===== src/rtl/dt_pkg.sv =====
// Shared constants, FSM encoding and address helper for the distance-map peak scanner.
package dt_pkg;

    localparam int IMG_W   = 128;
    localparam int ADDR_W  = 14;
    localparam int COORD_W = 7;
    localparam int PIX_W   = 8;
    localparam int CNT_W   = 15;
    localparam int RD_LAT  = 2;

    typedef enum logic [1:0] {
        IDLE  = 2'd0,
        SCAN  = 2'd1,
        DRAIN = 2'd2,
        DONE  = 2'd3
    } state_t;

    function automatic logic [ADDR_W-1:0] make_addr(input logic [COORD_W-1:0] row,
                                                    input logic [COORD_W-1:0] col);
        return {row, col};
    endfunction

endpackage


===== src/rtl/dt_stat_accum.sv =====
// Running statistics over a raster stream of pixels: peak value, first peak location,
// peak multiplicity and non-zero area.
module dt_stat_accum
    import dt_pkg::*;
(
    input  logic               clk,
    input  logic               reset,
    input  logic               clear,
    input  logic               valid,
    input  logic [PIX_W-1:0]   pixel,
    input  logic [COORD_W-1:0] row,
    input  logic [COORD_W-1:0] col,
    output logic [PIX_W-1:0]   max_val,
    output logic [COORD_W-1:0] max_row,
    output logic [COORD_W-1:0] max_col,
    output logic [CNT_W-1:0]   max_cnt,
    output logic [CNT_W-1:0]   area
);

    logic first;

    always_ff @(posedge clk or negedge reset) begin
        if (!reset) begin
            first   <= 1'b0;
            max_val <= '0;
            max_row <= '0;
            max_col <= '0;
            max_cnt <= '0;
            area    <= '0;
        end else if (clear) begin
            first   <= 1'b1;
            max_val <= '0;
            max_row <= '0;
            max_col <= '0;
            max_cnt <= '0;
            area    <= '0;
        end else if (valid) begin
            first <= 1'b0;
            // The first sample always seeds the peak so an all-zero map still counts every pixel.
            if (first || (pixel > max_val)) begin
                max_val <= pixel;
                max_row <= row;
                max_col <= col;
                max_cnt <= CNT_W'(1);
            end else if (pixel == max_val) begin
                max_cnt <= max_cnt + CNT_W'(1);
            end
            if (pixel != '0) begin
                area <= area + CNT_W'(1);
            end
        end
    end

endmodule


===== src/rtl/dt_peak_scan.sv =====
// Raster scan of the distance map in the shared result RAM, feeding the statistics
// accumulator once each read has come back.
module dt_peak_scan
    import dt_pkg::*;
#(
    parameter int IMG_W  = dt_pkg::IMG_W,
    parameter int RD_LAT = dt_pkg::RD_LAT
) (
    input  logic               clk,
    input  logic               reset,
    input  logic               start,
    output logic               busy,
    output logic               done,
    output logic               res_rd,
    output logic [ADDR_W-1:0]  res_addr,
    input  logic [PIX_W-1:0]   res_di,
    output logic [PIX_W-1:0]   max_val,
    output logic [COORD_W-1:0] max_row,
    output logic [COORD_W-1:0] max_col,
    output logic [CNT_W-1:0]   max_cnt,
    output logic [CNT_W-1:0]   area
);

    localparam int PIPE = RD_LAT - 1;
    localparam logic [COORD_W-1:0] LAST_C = COORD_W'(IMG_W - 1);

    state_t state, state_nxt;
    logic [COORD_W-1:0] row_q, col_q;
    logic               clear, last_addr;
    logic [PIPE-1:0]    vld_pipe;
    logic [ADDR_W-1:0]  tag_pipe [PIPE];
    logic               vld_p1;
    logic [ADDR_W-1:0]  tag_p1;

    assign clear     = (state == IDLE) && start;
    assign last_addr = (row_q == LAST_C) && (col_q == LAST_C);
    assign res_addr  = make_addr(row_q, col_q);

    always_ff @(posedge clk or negedge reset) begin
        if (!reset) state <= IDLE;
        else        state <= state_nxt;
    end

    always_comb begin
        state_nxt = state;
        case (state)
            IDLE:    if (start)      state_nxt = SCAN;
            SCAN:    if (last_addr)  state_nxt = DRAIN;
            DRAIN:   if (~|vld_pipe) state_nxt = DONE;
            DONE:                    state_nxt = IDLE;
            default:                 state_nxt = IDLE;
        endcase
    end

    always_comb begin
        res_rd = (state == SCAN);
        busy   = (state == SCAN) || (state == DRAIN);
        done   = (state == DONE);
    end

    always_ff @(posedge clk or negedge reset) begin
        if (!reset) begin
            row_q <= '0;
            col_q <= '0;
        end else if (clear) begin
            row_q <= '0;
            col_q <= '0;
        end else if (state == SCAN) begin
            if (col_q == LAST_C) begin
                col_q <= '0;
                row_q <= (row_q == LAST_C) ? '0 : row_q + COORD_W'(1);
            end else begin
                col_q <= col_q + COORD_W'(1);
            end
        end
    end

    // ---- read pipeline: address registered -> data sampled RD_LAT edges later ----
    always_ff @(posedge clk or negedge reset) begin
        if (!reset) begin
            vld_pipe <= '0;
        end else begin
            vld_pipe[0] <= res_rd;
            for (int i = 1; i < PIPE; i++) vld_pipe[i] <= vld_pipe[i-1];
        end
    end

    always_ff @(posedge clk) begin
        tag_pipe[0] <= res_addr;
        for (int i = 1; i < PIPE; i++) tag_pipe[i] <= tag_pipe[i-1];
    end

    assign vld_p1 = vld_pipe[PIPE-1];
    assign tag_p1 = tag_pipe[PIPE-1];

    dt_stat_accum u_accum (
        .clk     (clk),
        .reset   (reset),
        .clear   (clear),
        .valid   (vld_p1),
        .pixel   (res_di),
        .row     (tag_p1[ADDR_W-1 -: COORD_W]),
        .col     (tag_p1[COORD_W-1:0]),
        .max_val (max_val),
        .max_row (max_row),
        .max_col (max_col),
        .max_cnt (max_cnt),
        .area    (area)
    );

endmodule


===== config.mk =====
export PLATFORM = sky130hd
export DESIGN_NAME = dt_peak_scan
export DESIGN_NICKNAME = d
export VERILOG_FILES = /design/src/rtl/dt_pkg.sv /design/src/rtl/dt_stat_accum.sv /design/src/rtl/dt_peak_scan.sv
export SDC_FILE = /design/constraint.sdc
export NUM_CORES = 1
export LEC_CHECK = 0
export ABC_AREA = 0
export BUFFER_PORTS_ARGS = -buffer_cell sky130_fd_sc_hd__buf_2
export CAP_MARGIN = 15
export CORE_MARGIN = 2
export CORE_UTILIZATION = 44
export CTS_BUF_LIST = sky130_fd_sc_hd__clkbuf_2 sky130_fd_sc_hd__clkbuf_4 sky130_fd_sc_hd__clkbuf_8
export DETAILED_ROUTE_END_ITERATION = 12
export PLACE_DENSITY = 0.65
export RECOVER_POWER = 25
export SLEW_MARGIN = 40
export SYNTH_ARGS = -nofsm -noshare
export SYNTH_HDL_FRONTEND = slang
export SYNTH_SLANG_ARGS = --single-unit

===== constraint.sdc =====
create_clock -name clk -period 4.2 [get_ports clk]
set_input_delay 0.21 -clock clk [delete_from_list [all_inputs] [get_ports clk]]
set_output_delay 0.21 -clock clk [all_outputs]
set_load 0.01 [all_outputs]

==> impl_metrics.yaml <==
die:
  die_area_sq_um: 9340
  coreArea_sq_um: 8260
  initial_utilization_pct: 45.7
  die-width_um: 96.6
  die-height_um: 96.6
  placementRows: 33
  top_level_ports: 80
drt:
  routed_wire_length_per_instance_um: 14.9
  drt-vias-per-instance: 5.42
  met1_length_um: 3940
  drt_drc_violations_left: 0
  wl_met3_um: 548
  drt_iter0_drc: 144
  final_antenna_net_count: 0
  top_layer: "met4"
  met2WireLength_um: 3610
  totalWireLength_um: 8150
  drt_pass1_iterations: 4
  vias: 2965
setup_path:
  critical_path_arrival_ns: 2.90
  worst-r2r-cell-count: 8
  worst_setup_path_start_kind: "register"
  critical_path.endpoint_type: "register"
  timing.critical_path.fanout_max: 22
  worst-r2r-setup-slack_ns: 1.59
  cp_data_required_time_ns: 4.50
  criticalPathCategory: "reg -> reg"
  r2r_start: "u_accum.max_val[7]"
  r2r_end: "u_accum.max_val[7]"
logic_synthesis:
  yosys-mux-area-fraction_pct: 0.862
  netlist.area_leader.share_pct: 46.4
  synth-compound-area-share_pct: 17.5
  synth-seq-area-share_pct: 53.8
  syn_area_per_cell_sq_um: 10.6
  yosys.area_share.simple_pct: 15.5
  synth_top_family_by_area: "compound AO/OA/AOI/OAI gates"
  post_synth_inst_count: 355
  synth_nets: 383
  synth_top_cell_by_area: "dfrtp_1"
  post_synth_main_area_contributors: "dfrtp_1 (46%), dfxtp_1 (7.4%), ha_1 (5.6%), a22o_1 (5.1%), nand2_1 (2.9%)"
  synth-edff-count: 0
  ys_seq_elements: 84
  synth.lib_cells_used.distinct: 51
  post_synthesis_xor_xnor_area_fraction_pct: 3.25
  yosys_most_used_dff: "dfrtp_1"
  syn-cell-area_sq_um: 3770
  synthAdderAreaFrac_pct: 5.63
  async_flop_share_pct: 83.3
  yosys_warnings: 0
flow_run:
  cap_viol_max_count: 1
cells_and_area:
  final_layout_size_suffix_gt1_share_pct: 23.1
  final_core_util_pct: 54.5
  final_net_count: 465
  antenna_cells_inserted: 0
  layout.filler_cells: 751
  area_delta_synth_final_pct: 19.2
power_and_ir_drop:
  power.density_nw_per_um2: 550
  peak_supply_drop_mv: 0.255
  p_leak_nw: 2.23
timing:
  fin_crit_ns: 2.61
  final_setup_vio_count: 0
  worstMarginPinSlew_ns: 1.89
  number_of_pins_exceeding_their_max_slew_limit_in_the_final_report: 36
  finalClockSkew_ns: 0.00934
  final-hold-violation-count: 0
  achievable-frequency_ghz: 0.384
  finalCritPeriodShare_pct: 62.0
  grt_setup_unrepaired: "false"
  finalSetupTns_ns: 0
  worst_slew_margin_rel_pct: -26.2
outcome:
  violations: "max-capacitance violations, max-slew violations"
  result_of_the_run: "finished, violations left"
clocking:
  cts_buffer_depth: 2
  tritoncts_num_sinks: 84
  cts.repair.resized: 0
  clk_pin_slew_ns: 0.09
  clk_root_buffer_cell: "clkbuf_8"
  cts_tree: "yes"
  cts_inserted_buffers: 9
  worst_skew_pair.late_latency_ns: 0.36
  cts.htree.levels: 3
placed_design:
  port-buffer-count: 79
  routabilityCongestion: 0.762
  dp_hpwl_um: 5700
worst_hold_path:
  min_path_type: "in -> reg"
  worstHoldPathCells: 2
  timing.hold.worst.start: "res_di[0]"
  min_delay_endpoint: "u_accum.max_val[0]"
grt:
  global_route_usage_over_all_layers_pct: 18.3
  antenna_violations_before_repair: 0
  grt_first_pass_wirelength_um: 14200
  total_grt_overflow: 0
  vias_in_the_first_global_route: 2859
  grt_start_max_net_pins: 37
## repair_timing
action,in CTS,in global routing
endpoints found under the hold margin,34,0
buffers inserted,0,0
hold buffers,1,0
## stage by stage
step                setup slack (ns)  cells  hold slack [ns]  cell area, sq um  power, mW
floorplan                       2.10    355          -0.0856              3770       1.59
detailed placement              1.64    530            0.338              4270       1.84
global placement                1.55    530            0.343              4260       1.81
finish                          1.59    547           0.0911              4500       2.48
global route                    1.38    547           0.0809              4500       2.66
CTS                             1.57    547           0.0809              4510       2.51
## worst max-delay path, stage by stage, from the launching register on
cell and delay (ns):
dfrtp_1 0.38, inv_1 0.05, ha_1 0.32, a41o_1 0.25
a21oi_2 0.16, nor2_1 0.10, nor3_1 0.32, o21a_1 0.69
a22o_1 0.26
## worst max path at each step
stage | from | end | slack [ns] | cells past startpoint
after CTS | u_accum.max_val[7] | u_accum.max_val[7] | 1.57 | 8
after global routing | u_accum.max_val[7] | u_accum.max_val[7] | 1.38 | 8
after detailed placement | u_accum.max_val[7] | u_accum.max_val[7] | 1.64 | 8
after global placement | u_accum.max_val[7] | u_accum.max_cnt[13] | 1.55 | 7
final | u_accum.max_val[7] | u_accum.max_val[7] | 1.59 | 8
after floorplan | u_accum.max_val[7] | u_accum.max_cnt[5] | 2.10 | 9
## routing by layer
metal / vias to the layer above / track usage [%]
met2: 85 / 26.7
met1: 1412 / 26.1
met3: 7 / 5.85
met4: 0 / 5.85
li1: 1461 / -
met5: - / 0
## power by group
group | internal (mW) | switching [mW] | total (mW)
sequential | 0.920 | 0.111 | 1.03
combinational | 0.306 | 0.478 | 0.784
clock | 0.345 | 0.316 | 0.661
## flip-flops by register name, summed over array words and instances, names as in the netlist
name,flops
col_q,7
vld_p1,1
u_accum.max_val,8
u_accum.first,1
u_accum.max_row,7
tag_pipe,14
state,2
u_accum.max_cnt,15
u_accum.area,15
u_accum.max_col,7
row_q,7
## cell families (layout without fill, tap and decap cells)
kind of cell / after synthesis / after routing
AO/OA/AOI/OAI: 94 / 94
AND/OR/NAND/NOR: 113 / 113
XOR/XNOR: 14 / 14
adder cells (fa/ha/maj): 17 / 17
buffers and inverters: 30 / 117
flip-flops: 84 / 84
multiplexers: 3 / 3
## cells in the final DEF, fill, tap and decap left out, types with 9 or more instances in the layout
cell       n
buf_2     71
nand4_1    9
dfxtp_1   14
a22o_1    22
xor2_1    12
nand3_1   12
inv_1     18
a21oi_1   21
o21ai_0   13
and3_1    13
dfrtp_1   70
a31oi_1   15
clkbuf_8   9
nor2_1    24
ha_1      17
nand2_1   29
## cells in the mapped netlist (2+ instances only)
library cell  instances
xnor2_1               2
or4_1                 2
dfxtp_1              14
a211oi_1              2
a21oi_1              21
a22o_1               22
clkbuf_1              5
nand3_1              12
nand2b_1              4
mux2_2                2
xor2_1               12
a31oi_1              15
inv_1                18
o21ai_0              13
dfrtp_1              70
and3_1               13
buf_2                 6
a21o_1                2
a41oi_1               5
o31ai_1               2
nor3_1                2
nand4_1               9
nor2_2                2
or3_1                 6
nor2_1               24
ha_1                 17
nand2_1              29
## layout make-up
| type | instances | area (sq um) | share of cell area, % |
|---|---|---|---|
| Clock buffer | 9 | 124 | 2.75 |
| Clock inverter | 7 | 106 | 2.36 |
| Inverter | 18 | 67.6 | 1.50 |
| Multi-Input combinational cell | 241 | 1620 | 36.0 |
| Sequential cell | 84 | 2030 | 45.2 |
| Tap cell | 105 | 131 | 2.92 |
| Timing Repair Buffer | 83 | 418 | 9.29 |
Note: power is estimated with default switching activity, not from simulation.
